--- src/rtl/yuv422_conv_arbiter_pkg.sv ---
// Shared types for the RGB888 -> YUV422 converter arbiter: pixel/beat layouts and FSM states.
package yuv_pkg;

  localparam int PIX_PER_PAIR = 2;

  typedef struct packed {
    logic [7:0] r;
    logic [7:0] g;
    logic [7:0] b;
  } rgb888_t;

  typedef struct packed {
    logic [7:0] y;
    logic [7:0] c;
  } yuv_beat_t;

  typedef enum logic [1:0] {IDLE, PIX0, PIX1} arb_state_t;

endpackage

--- src/rtl/yuv422_conv_arbiter_tag_fifo.sv ---
// Ordering FIFO of requester IDs: one entry per pixel pair currently inside the converter.
module yuv_tag_fifo #(
  parameter int DEPTH = 4,
  parameter int W     = 1
) (
  input  logic         clk,
  input  logic         rst,
  input  logic         push,
  input  logic         pop,
  input  logic [W-1:0] din,
  output logic [W-1:0] head,
  output logic         full,
  output logic         empty
);

  localparam int PW = (DEPTH > 1) ? $clog2(DEPTH) : 1;
  localparam int CW = $clog2(DEPTH + 1);

  logic [W-1:0]  mem [DEPTH];
  logic [PW-1:0] wr_ptr;
  logic [PW-1:0] rd_ptr;
  logic [CW-1:0] count;

  function automatic logic [PW-1:0] ptr_inc(input logic [PW-1:0] p);
    return (p == PW'(DEPTH - 1)) ? '0 : p + PW'(1);
  endfunction

  // NOTE: the tag storage is deliberately not reset; the pointers and count alone define which entries are live.
  always_ff @(posedge clk) begin
    if (push) mem[wr_ptr] <= din;
  end

  always_ff @(posedge clk or negedge rst) begin
    if (!rst) begin
      wr_ptr <= '0;
      rd_ptr <= '0;
      count  <= '0;
    end else begin
      if (push) wr_ptr <= ptr_inc(wr_ptr);
      if (pop)  rd_ptr <= ptr_inc(rd_ptr);
      case ({push, pop})
        2'b10:   count <= count + CW'(1);
        2'b01:   count <= count - CW'(1);
        default: count <= count;
      endcase
    end
  end

  assign head  = mem[rd_ptr];
  assign full  = (count == CW'(DEPTH));
  assign empty = (count == '0);

endmodule

--- src/rtl/yuv422_conv_arbiter.sv ---
// Round-robin sharing of one RGB888->YUV422 converter between NREQ pixel streams, one pixel pair per grant,
// with the converter's output pairs routed back to their owners in grant order.
module yuv422_conv_arbiter
  import yuv_pkg::*;
#(
  parameter int NREQ      = 2,
  parameter int TAG_DEPTH = 4
) (
  input  logic                 clk,
  input  logic                 rst,
  input  logic [NREQ-1:0]      i_valid,
  input  rgb888_t [NREQ-1:0]   i_rgb,
  output logic [NREQ-1:0]      i_ack,
  output logic                 c_valid,
  output rgb888_t              c_rgb,
  input  logic                 c_ack,
  input  logic                 d_valid,
  input  yuv_beat_t            d_yuv,
  output logic                 d_ack,
  output logic [NREQ-1:0]      o_valid,
  output yuv_beat_t            o_yuv,
  input  logic [NREQ-1:0]      o_ack,
  output logic                 o_err
);

  localparam int TW = $clog2(NREQ);

  arb_state_t    state, state_nxt;
  logic [TW-1:0] g, g_nxt;
  logic [TW-1:0] rr, rr_nxt;
  logic [TW-1:0] pick;
  logic          any_valid;

  logic          tag_push, tag_pop, tag_full, tag_empty;
  logic [TW-1:0] tag_head;
  logic          beat_cnt;
  logic          err_set;

  yuv_tag_fifo #(.DEPTH(TAG_DEPTH), .W(TW)) u_tag_fifo (
    .clk   (clk),
    .rst   (rst),
    .push  (tag_push),
    .pop   (tag_pop),
    .din   (g),
    .head  (tag_head),
    .full  (tag_full),
    .empty (tag_empty)
  );

  // Scan downward so the lowest offset from rr (the highest-priority requester) is the last one written.
  always_comb begin
    pick      = rr;
    any_valid = 1'b0;
    for (int k = NREQ - 1; k >= 0; k--) begin
      if (i_valid[(int'(rr) + k) % NREQ]) begin
        pick      = TW'((int'(rr) + k) % NREQ);
        any_valid = 1'b1;
      end
    end
  end

  // NOTE: every signal driven here gets a default first, so no path through the case can infer a latch.
  always_comb begin
    state_nxt = state;
    g_nxt     = g;
    rr_nxt    = rr;
    tag_push  = 1'b0;
    c_valid   = 1'b0;
    c_rgb     = i_rgb[g];
    i_ack     = '0;
    unique case (state)
      IDLE: begin
        if (any_valid && !tag_full) begin
          g_nxt     = pick;
          state_nxt = PIX0;
        end
      end
      PIX0, PIX1: begin
        c_valid  = i_valid[g];
        i_ack[g] = c_ack;
        if (i_valid[g] && c_ack) begin
          if (state == PIX0) begin
            state_nxt = PIX1;
          end else begin
            tag_push  = 1'b1;
            rr_nxt    = TW'((int'(g) + 1) % NREQ);
            state_nxt = IDLE;
          end
        end
      end
      default: state_nxt = IDLE;
    endcase
  end

  // With nothing in flight the converter beat is unrequested: swallow it and flag the error.
  always_comb begin
    o_valid = '0;
    o_yuv   = d_yuv;
    d_ack   = 1'b0;
    tag_pop = 1'b0;
    err_set = 1'b0;
    if (tag_empty) begin
      d_ack   = d_valid;
      err_set = d_valid;
    end else begin
      o_valid[tag_head] = d_valid;
      d_ack             = o_ack[tag_head];
      tag_pop           = d_valid && o_ack[tag_head] && (beat_cnt == 1'(PIX_PER_PAIR - 1));
    end
  end

  // NOTE: sequential state is updated only with non-blocking assignments so every register samples pre-edge values.
  always_ff @(posedge clk or negedge rst) begin
    if (!rst) begin
      state    <= IDLE;
      g        <= '0;
      rr       <= '0;
      beat_cnt <= 1'b0;
      o_err    <= 1'b0;
    end else begin
      state <= state_nxt;
      g     <= g_nxt;
      rr    <= rr_nxt;
      if (d_valid && d_ack && !tag_empty) beat_cnt <= ~beat_cnt;
      if (err_set) o_err <= 1'b1;
    end
  end

endmodule
--- config.mk ---
export PLATFORM = sky130hd
export DESIGN_NAME = yuv422_conv_arbiter
export DESIGN_NICKNAME = d
export VERILOG_FILES = /design/src/rtl/yuv422_conv_arbiter_pkg.sv /design/src/rtl/yuv422_conv_arbiter_tag_fifo.sv /design/src/rtl/yuv422_conv_arbiter.sv
export SDC_FILE = /design/constraint.sdc
export NUM_CORES = 1
export LEC_CHECK = 0
export ABC_CLOCK_PERIOD_IN_PS = 2800
export CORE_UTILIZATION = 32
export DETAILED_ROUTE_END_ITERATION = 8
export PLACE_DENSITY = 0.94
export SLEW_MARGIN = 10
export SYNTH_ARGS = -nofsm -noshare
export SYNTH_HDL_FRONTEND = slang
export SYNTH_SLANG_ARGS = --single-unit
--- constraint.sdc ---
create_clock -name clk -period 2.8 [get_ports clk]
set_clock_uncertainty 0.1 [all_clocks]
set_input_delay 0.56 -clock clk [delete_from_list [all_inputs] [get_ports clk]]
set_output_delay 0.56 -clock clk [all_outputs]
set_load 0.005 [all_outputs]
==> results.yml <==
clocking:
  cts_sinks: 17
  clockRootBuffer: "clkbuf_8"
  cts-buffers-inserted: 3
  ctsHtreeMaxLevel: 1
  clkTransAtPathRegs_ns: 0.07
  clkLatencyLatePin_ns: 0.25
  tritoncts_clock_tree: "done"
  cts_buffer_depth: 2
global_route:
  grt_first_pass_wirelength_mm: 5.16
  grt_pass1_vias: 1172
  largest_net_degree_at_the_start_of_global_routing: 29
  track_usage_pct: 15.5
  antenna_violations_before_repair: 0
  grt.overflow.total: 0
layout:
  final_area_sq_mm: 0.00224
  drive_above_1_share_pct: 18.4
  finish.net_count: 289
  fin_util_pct: 55.5
  insertedDiodeCount: 0
  flow.area_growth_from_synthesis_pct: 65.8
synth:
  yosysUniqueCellTypes: 32
  top_ff_cell_synth: "dfrtp_1"
  post-synth-top-area-fraction_pct: 24.1
  synth.top_cells.by_count: "25 x mux2_2, 16 x buf_4, 13 x dfrtp_1, 10 x inv_1"
  synth_enable_flop_cells: 4
  ys_seq_area_share_pct: 33.0
  synth.area.top_cells: "dfrtp_1 24%, mux2_2 21%, buf_4 8.9%"
  syn_nets: 212
  synth_area_per_cell_sq_um: 10.3
  ys_warn_count: 0
  post-synth-top-count-cell: "mux2_2"
  flip_flop_and_latch_count_after_synthesis: 17
  async_set_reset_flop_share_out_of_synthesis_pct: 76.5
  synthCells: 131
  synth_area_leader: "dfrtp_1"
  synthesis.area_sq_mm: 0.00135
timing:
  report.final.hold_viol_count: 0
  layout_worst_path_cycle_share_pct: 97.0
  worst-slew-pin-transition_ns: 0.564
  clock.fmax_mhz: 368
  period_needed_ns: 2.71
  report.final.setup_viol: 0
  timing.slew.headroom_pct: 62.3
  number_of_pins_with_negative_max_slew_slack_in_the_final_report: 0
  setup_slack_ns: 0.0850
die:
  floorplan.die_area_sq_mm: 0.00448
  core_area_sq_mm: 0.00403
  top_level_ports: 119
  die_h_microns: 66.9
  initial_utilization_pct: 33.5
  floorplan_row_count: 23
  die_x_microns: 66.9
worst_setup_path:
  setup.worst_path.start_class: "flop"
  kind_of_end_point_of_the_critical_path: "primary output"
  cp.required_ns: 2.14
  criticalPathCategory: "flop to primary output"
  cp_data_arrival_time_ns: 2.05
  highest_fanout_seen_on_the_critical_path: 3
detailed_routing:
  via_count: 1204
  post_drt_wl_per_cell_microns: 13.4
  detailedRoute.firstIterationViolations: 12
  detail_route.first_pass.iterations: 4
  drc: 0
  viasPerCell: 4.68
  drt-total-wl_mm: 3.45
  drtAntennaViolNets: 0
power:
  irDropWorstVdd_uv: 399
  power.density_mw_per_mm2: 786
  p_total_w: 0.00176
  power.static_leakage_nw: 0.921
run_status:
  run_status: "finished clean"
hold_path:
  min_delay_worst_type: "flop to flop"
run:
  max_cap_violations: 0
place:
  gp_congestion: 0.749
  placement.cell_area_sq_mm: 0.00217
  hpwl_mm: 2.84
  io_buffer_count: 86
  dpl_worst_slack_ns: 0.0486
final timing paths:
check / startpoint / endpoint / slack (ns) / cells past startpoint
hold reg to reg: beat_cnt$_DFFE_PN0P_ / beat_cnt$_DFFE_PN0P_ / 0.37 / 1
hold / removal: beat_cnt$_DFFE_PN0P_ / beat_cnt$_DFFE_PN0P_ / 0.37 / 1
setup / recovery: u_tag_fifo.rd_ptr[0]$_DFFE_PN0P_ / d_ack / 0.09 / 4
setup reg to reg: u_tag_fifo.rd_ptr[0]$_DFFE_PN0P_ / u_tag_fifo.count[2]$_DFFE_PN0P_ / 0.13 / 9
max in group asynchronous: rst / u_tag_fifo.wr_ptr[0]$_DFFE_PN0P_ / 1.65 / 1
min in group asynchronous: rst / u_tag_fifo.count[1]$_DFFE_PN0P_ / 0.57 / 1
registers in the layout, summed over array words and instances (netlist names):
register / cells
g: 1
u_tag_fifo.wr_ptr: 2
u_tag_fifo.mem: 4
state: 2
o_err: 1
beat_cnt: 1
u_tag_fifo.rd_ptr: 2
rr: 1
u_tag_fifo.count: 3
cells by family (layout without fill, tap and decap cells):
kind of cell,after synthesis,count (layout),share of synthesized area (%)
AND/OR/NAND/NOR,27,27,10.2
flip-flops,17,17,33.0
adder cells (fa/ha/maj),9,9,8.91
XOR/XNOR,4,4,2.60
AO/OA/AOI/OAI,15,15,6.68
buffers and inverters,29,105,12.6
multiplexers,30,30,26.0
timing repair:
item	in CTS	in global routing
endpoints found under the setup margin	0	2
gates resized for setup	0	0
setup buffers	0	2
hold buffers	0	0
worst max-delay path, cell delays in order, from the launching register on:
cell             delay, ns
dfrtp_1               0.38
mux4_2                0.56
mux2i_2               0.20
a21oi_1               0.16
clkdlybuf4s50_1       0.51
through the flow:
| stage | TNS (ns) | std cells | hold WS [ns] |
|---|---|---|---|
| floorplan | 0 | 131 | 0.164 |
| global placement | 0 | 251 | 0.350 |
| detailed placement | 0 | 251 | 0.356 |
| CTS | 0 | 255 | 0.371 |
| global route | -0.0105 | 257 | 0.378 |
| finish | 0 | 257 | 0.368 |
routing by layer:
layer  vias to the layer above  routed length (microns)  global-route usage [%]
met5                         -                        0                       0
met4                         0                       68                    4.79
met2                        63                     1780                    28.8
met3                         8                      431                    6.68
li1                        582                        -                       -
met1                       551                     1170                    15.1
area by class of cell:
| class | count | area [sq um] |
|---|---|---|
| Clock buffer | 3 | 41.3 |
| Clock inverter | 1 | 5.00 |
| Fill cell | 357 | 1790 |
| Inverter | 10 | 37.5 |
| Multi-Input combinational cell | 85 | 733 |
| Sequential cell | 17 | 445 |
| Tap cell | 50 | 62.6 |
| Timing Repair Buffer | 91 | 911 |
where the power goes:
group          internal, W  leakage, nW  switching, W  total, W
clock            0.0000985       0.0255     0.0000800  0.000179
sequential        0.000358        0.186     0.0000854  0.000443
combinational     0.000694        0.709      0.000441   0.00114
cells in the final DEF, fill, tap and decap left out, types with 2 or more instances in the layout:
master and n:
nand2_1 8, nor2_1 8, dfrtp_1 13, and2_1 4, inv_1 10, o21ai_0 5, clkdlybuf4s50_1 86, ha_1 8
buf_4 4, clkbuf_8 3, o21a_1 2, mux2_2 25, edfxtp_1 4, a21oi_1 4, mux2_1 2, xor2_1 3
(Power assumes the default switching activity.)
